<file path="config.mk">
export PLATFORM = sky130hd
export DESIGN_NAME = gpio_port_flat
export DESIGN_NICKNAME = d
export VERILOG_FILES = /design/src/rtl/gpio_pkg.sv /design/src/rtl/gpio_port_if.sv /design/src/rtl/gpio_sync.sv /design/src/rtl/gpio_port.sv /design/src/flat_wrapper.sv
export SDC_FILE = /design/constraint.sdc
export NUM_CORES = 1
export LEC_CHECK = 0
export ABC_AREA = 1
export BUFFER_PORTS_ARGS = -buffer_cell sky130_fd_sc_hd__buf_2
export CAP_MARGIN = 40
export CORE_AREA = 3 3 91 84
export CTS_CLUSTER_SIZE = 24
export DETAILED_ROUTE_END_ITERATION = 6
export DIE_AREA = 0 0 94 87
export PLACE_DENSITY = 0.88
export SLEW_MARGIN = 20
export SYNTH_ARGS = -nofsm -noshare
export SYNTH_HDL_FRONTEND = slang
export SYNTH_SLANG_ARGS = --single-unit
</file>
<file path="constraint.sdc">
create_clock -name clk -period 1.5 [get_ports clk]
set_input_delay 0.225 -clock clk [delete_from_list [all_inputs] [get_ports clk]]
set_output_delay 0.225 -clock clk [all_outputs]
set_load 0.005 [all_outputs]
</file>
<file path="src/rtl/gpio_pkg.sv">
// Shared definitions for the GPIO port: register map and arm-counter sizing.
package gpio_pkg;

    typedef enum logic [2:0] {
        GPIO_MODER = 3'd0,
        GPIO_ODR   = 3'd1,
        GPIO_IDR   = 3'd2,
        GPIO_SETR  = 3'd3,
        GPIO_CLRR  = 3'd4,
        GPIO_IER   = 3'd5,
        GPIO_EDGER = 3'd6,
        GPIO_ISR   = 3'd7
    } gpio_reg_e;

    // Bits needed to hold the arm count, which saturates at sync_stages+1.
    function automatic int unsigned arm_cnt_w(input int unsigned sync_stages);
        return $clog2(sync_stages + 2);
    endfunction

endpackage

</file>
<file path="src/rtl/gpio_port_if.sv">
// Word-addressed peripheral bus between the decoder/read mux and one GPIO port.
interface gpio_port_if;
    logic        sel;
    logic        we;
    logic [2:0]  addr;
    logic [31:0] wData;
    logic [31:0] rData;

    modport master (output sel, output we, output addr, output wData, input rData);
    modport slave  (input sel, input we, input addr, input wData, output rData);
endinterface

</file>
<file path="src/rtl/gpio_sync.sv">
// Multi-stage input synchroniser plus one extra flop holding the previous sample.
module gpio_sync #(
    parameter int unsigned WIDTH  = 8,
    parameter int unsigned STAGES = 2
) (
    input  logic             clk,
    input  logic             reset,
    input  logic [WIDTH-1:0] in_i,
    output logic [WIDTH-1:0] sync_o,
    output logic [WIDTH-1:0] prev_o
);
    logic [STAGES-1:0][WIDTH-1:0] chain_q;
    logic [WIDTH-1:0]             prev_q;

    always_ff @(posedge clk) begin
        if (reset) begin
            chain_q <= '0;
            prev_q  <= '0;
        end else begin
            chain_q <= {chain_q[STAGES-2:0], in_i};
            prev_q  <= chain_q[STAGES-1];
        end
    end

    assign sync_o = chain_q[STAGES-1];
    assign prev_o = prev_q;
endmodule

</file>
<file path="src/rtl/gpio_port.sv">
// Bidirectional GPIO port: direction/output registers, atomic set/clear,
// synchronised readback and per-pin edge interrupts with W1C status.
module gpio_port
    import gpio_pkg::*;
#(
    parameter int unsigned WIDTH       = 8,
    parameter int unsigned SYNC_STAGES = 2
) (
    input  logic             clk,
    input  logic             reset,
    gpio_port_if.slave       bus,
    input  logic [WIDTH-1:0] ioIn,
    output logic [WIDTH-1:0] ioOut,
    output logic [WIDTH-1:0] ioOe,
    output logic             irq
);
    localparam int unsigned CW = arm_cnt_w(SYNC_STAGES);
    localparam logic [CW-1:0] ARM_MAX = CW'(SYNC_STAGES + 1);

    logic [WIDTH-1:0] moder_q, moder_d;
    logic [WIDTH-1:0] odr_q, odr_d;
    logic [WIDTH-1:0] ier_q, ier_d;
    logic [WIDTH-1:0] edger_q, edger_d;
    logic [WIDTH-1:0] isr_q, isr_d;
    logic [CW-1:0]    arm_q, arm_d;
    logic             irq_q, irq_d;

    logic [WIDTH-1:0] sync_w, prev_w, evt_w, clr_w, wdat_w, rd_w;
    logic             armed_w, wr_w;
    gpio_reg_e        reg_sel;

    gpio_sync #(.WIDTH(WIDTH), .STAGES(SYNC_STAGES)) u_sync (
        .clk    (clk),
        .reset  (reset),
        .in_i   (ioIn),
        .sync_o (sync_w),
        .prev_o (prev_w)
    );

    assign reg_sel = gpio_reg_e'(bus.addr);
    assign wr_w    = bus.sel & bus.we;
    assign wdat_w  = bus.wData[WIDTH-1:0];
    assign armed_w = (arm_q == ARM_MAX);
    assign evt_w   = (edger_q & ~sync_w & prev_w) | (~edger_q & sync_w & ~prev_w);

    always_comb begin
        moder_d = moder_q;
        odr_d   = odr_q;
        ier_d   = ier_q;
        edger_d = edger_q;
        clr_w   = '0;
        if (wr_w) begin
            unique case (reg_sel)
                GPIO_MODER: moder_d = wdat_w;
                GPIO_ODR:   odr_d   = wdat_w;
                GPIO_SETR:  odr_d   = odr_q | wdat_w;
                GPIO_CLRR:  odr_d   = odr_q & ~wdat_w;
                GPIO_IER:   ier_d   = wdat_w;
                GPIO_EDGER: edger_d = wdat_w;
                GPIO_ISR:   clr_w   = wdat_w;
                default:    ;
            endcase
        end
        // Set is applied after clear so a coinciding event keeps the flag.
        isr_d = (isr_q & ~clr_w) | (evt_w & {WIDTH{armed_w}});
        arm_d = armed_w ? arm_q : arm_q + 1'b1;
        irq_d = |(isr_q & ier_q);
    end

    always_ff @(posedge clk) begin
        if (reset) begin
            moder_q <= '0;
            odr_q   <= '0;
            ier_q   <= '0;
            edger_q <= '0;
            isr_q   <= '0;
            arm_q   <= '0;
            irq_q   <= 1'b0;
        end else begin
            moder_q <= moder_d;
            odr_q   <= odr_d;
            ier_q   <= ier_d;
            edger_q <= edger_d;
            isr_q   <= isr_d;
            arm_q   <= arm_d;
            irq_q   <= irq_d;
        end
    end

    always_comb begin
        rd_w = '0;
        if (bus.sel) begin
            unique case (reg_sel)
                GPIO_MODER: rd_w = moder_q;
                GPIO_ODR:   rd_w = odr_q;
                GPIO_IDR:   rd_w = sync_w;
                GPIO_IER:   rd_w = ier_q;
                GPIO_EDGER: rd_w = edger_q;
                GPIO_ISR:   rd_w = isr_q;
                default:    rd_w = '0;
            endcase
        end
    end

    assign bus.rData = 32'(rd_w);
    assign ioOe      = moder_q;
    assign ioOut     = odr_q & moder_q;
    assign irq       = irq_q;
endmodule
</file>
<file path="src/flat_wrapper.sv">
// flat-port wrapper written by rule: the top's interface ports become plain ports
module gpio_port_flat import gpio_pkg::*;
#(
    parameter int unsigned WIDTH       = 8,
    parameter int unsigned SYNC_STAGES = 2
)
  (clk, reset, ioIn, ioOut, ioOe, irq, bus_sel, bus_we, bus_addr, bus_wData, bus_rData);
  gpio_port_if bus_i ();
  input  logic clk;
  input  logic reset;
  input  logic [WIDTH-1:0] ioIn;
  output logic [WIDTH-1:0] ioOut;
  output logic [WIDTH-1:0] ioOe;
  output logic irq;
  input wire logic [$bits(bus_i.sel)-1:0] bus_sel;
  input wire logic [$bits(bus_i.we)-1:0] bus_we;
  input wire logic [$bits(bus_i.addr)-1:0] bus_addr;
  input wire logic [$bits(bus_i.wData)-1:0] bus_wData;
  output wire logic [$bits(bus_i.rData)-1:0] bus_rData;
  assign bus_i.sel = bus_sel;
  assign bus_i.we = bus_we;
  assign bus_i.addr = bus_addr;
  assign bus_i.wData = bus_wData;
  assign bus_rData = bus_i.rData;
  gpio_port #(.WIDTH(WIDTH), .SYNC_STAGES(SYNC_STAGES)) u_core (.clk(clk), .reset(reset), .bus(bus_i), .ioIn(ioIn), .ioOut(ioOut), .ioOe(ioOe), .irq(irq));
endmodule
</file>
==> results.yml <==
routing:
  postRouteAntennaNets: 0
  drc: 0
  wl_per_cell_um: 13.99
  vias: 3464
  first_pass_iters: 5
  drt_iter0_drc: 307
  wl_mm: 9.264
  routed_via_density: 5.233
floorplanning:
  start_util: 0.5224
  io_pins: 96
  die_w_um: 94
  core_mm2: 0.006656
  die_h_um: 87
  num_rows: 28
  die-area_mm2: 0.008178
power_and_ir_drop:
  peakVddDrop_v: 0.0005470
  p_sw_frac: 0.2713
  total_power_mw: 3.840
  p_int_mw: 2.798
  pwr-share-seq: 0.489
  power_frac_comb: 0.130
  switching_power_mw: 1.042
  leakage_nw: 1.990
  power.density_mw_per_mm2: 886.4
  pwr-share-clk: 0.381
sta:
  finalSetupViolCount: 4
  holdWs_ps: 71.40
  final_max_slew_viol_count: 0
  slew_headroom: 0.6539
  rsz0062_at_grt: "true"
  fin_skew_ps: 5.332
  period_minus_slack_ps: 1540
  fmax_mhz: 649.3
  tightest_slew_ps: 518.5
  hold_viol: 0
  finalSetupTns_ps: -82.64
  timing.final.crit_share: 1.027
  fin_ws_ps: -40.13
grt:
  antenna_found_initial: 0
  met3_usage: 0.07433
  grt_first_pass_wirelength_mm: 15.21
  use_met2: 0.3952
  grt_pass1_vias: 3292
  globalRouteMet1Util: 0.2875
  grt_remaining_overflow: 0
  grt_usage: 0.2364
  grt-busiest-layer: "met2"
  grt_max_degree: 29
place:
  place_area_mm2: 0.003881
  io_buffers: 47
  hpwl_mm: 6.247
  dp.cells: 637
  gp_congestion: 0.9348
layout:
  area_growth_syn_to_layout_pct: 24.58
  design_area_mm2: 0.004332
  nets: 615
  final-seq-area_mm2: 0.001358
  multi_input_comb_area_mm2: 0.001765
  diodes: 0
  final_common_cell: "nor2_1"
  final_layout_size_suffix_gt1_frac: 0.2815
  final_cell_count_no_fill: 662
  fillers: 538
  final_cell_mix: "79 x nor2_1, 67 x inv_1, 66 x nand2_1"
flow_run:
  maxCapViolCount: 0
synthesis:
  synth_area_leaders: "dfxtp_1 39%, nor2_1 9.1%, inv_1 8.0%, nand2_1 7.8%, buf_4 5.2%"
  synth_top_flop_cell: "dfxtp_1"
  syn_avg_cell_area_um2: 7.039
  synth-edff-count: 0
  ys_ff_latch: 67
  synth_top_area_cell: "dfxtp_1"
  seq_area_frac_synth: 0.3858
  syn_inst: 494
  ys_warn_count: 0
  synth-async-reset-ratio: 0
  synth_area_mm2: 0.003477
  synth.distinct_cells: 32
  netlist.area_leader.share: 0.3858
worst_setup_path:
  rr_worst_depth: 3
  startpoint_type: "input port"
  cp_max_fo: 5
  reg2reg_from: "u_core.arm_q[0]"
  reg2reg_to: "u_core.isr_q[7]"
  worstPathRequired_ps: 1270
  cp.arrival_ps: 1320
  r2r_slack_ps: 230
  crit_path_end_kind: "output port"
  critical_path_class: "in -> out"
clocking:
  clk_latency_ps: 350
  cts_buffers: 9
  cts_buffer_depth: 2
  path_clk_slew_ps: 70
  cts_root_buf: "clkbuf_8"
  cts_tree: "done"
  htreeDepth: 3
  clock_sinks: 67
worst_hold_path:
  hold_path_class: "in -> reg"
  whs_path_depth: 3
  holdPathEnd: "u_core.u_sync.chain_q[1]"
  min_from: "ioIn[1]"
run_status:
  status: "finished with violations"
  violations: "negative setup slack"
cell usage after synthesis, types with 5 or more instances:
cell / n
a21oi_1: 31
o211ai_1: 8
nand2_1: 72
inv_2: 7
buf_4: 24
inv_1: 74
nor2_1: 84
a211oi_1: 16
dfxtp_1: 67
o21ai_0: 24
clkbuf_1: 5
nand3_1: 34
state kept, by name, summed over array words and instances, names as in the netlist, 2 cells and up:
signal,count
u_core.arm_q,2
u_core.edger_q,8
u_core.ier_q,8
u_core.ioOe,8
u_core.isr_q,8
u_core.odr_q,8
u_core.u_sync.chain_q,8
u_core.u_sync.prev_o,8
u_core.u_sync.sync_o,8
worst max-delay path, cell delays in order:
cell and delay [ps]:
buf_12 110, nor3_4 250, buf_12 170, buf_12 110, nand2_4 40, nand2_2 60
inv_2 50, a31oi_4 160, buf_2 140
power by group through the flow:
stage / combinational (mW) / clock, mW / sequential [mW]
floorplan: 0.321 / 0 / 1.91
global route: 0.550 / 1.56 / 1.89
global placement: 0.418 / 0 / 1.91
CTS: 0.475 / 1.47 / 1.88
finish: 0.499 / 1.46 / 1.88
detailed placement: 0.436 / 0 / 1.92
through the flow:
step,worst slack [ps],util
global placement,-82.70,0.5831
global route,-81.54,0.6508
CTS,-43.63,0.6359
floorplan,198.0,-
detailed placement,-110.8,0.5831
finish,-40.13,0.6508
logic make-up after synthesis:
group,share of synthesized area
xor+xnor,0.002519
fa+ha+maj,0.003598
buf+inv,0.1666
compound gates,0.1576
other cells,0.001078
simple gates,0.2828
flops,0.3858
how the worst max path moves through the flow:
stage	slack, ps	to	startpoint	cells after the start
floorplan	200	bus_rData[6]	bus_addr[2]	7
global route	-80	bus_rData[1]	bus_addr[2]	10
finish	-40	bus_rData[1]	bus_addr[1]	9
detailed placement	-110	bus_rData[0]	bus_addr[0]	7
global placement	-80	bus_rData[2]	bus_addr[1]	7
CTS	-40	bus_rData[1]	bus_addr[2]	9
routing by layer:
layer	vias to the layer above	wire length [um]	share of wire
met5	-	0	0
met4	0	239	0.026
met3	37	776	0.084
met2	170	4535	0.49
met1	1569	3713	0.40
li1	1688	-	-
layout make-up:
cell class | count | area share
tap | 90 | 0.02600
multi-input combinational | 329 | 0.4076
clock buffer | 11 | 0.03033
clock inverter | 5 | 0.01242
timing repair buffer | 78 | 0.1389
sequential | 67 | 0.3134
inverter | 82 | 0.07135
what timing repair did:
| action | CTS | global route |
|---|---|---|
| hold buffers | 0 | 0 |
| setup buffers | 7 | 1 |
| setup endpoints to repair | 8 | 8 |
| gates cloned | 1 | 0 |
| gates resized for setup | 28 | 45 |
| pin swaps | 5 | 8 |
Power figures use the tool's default switching activity.
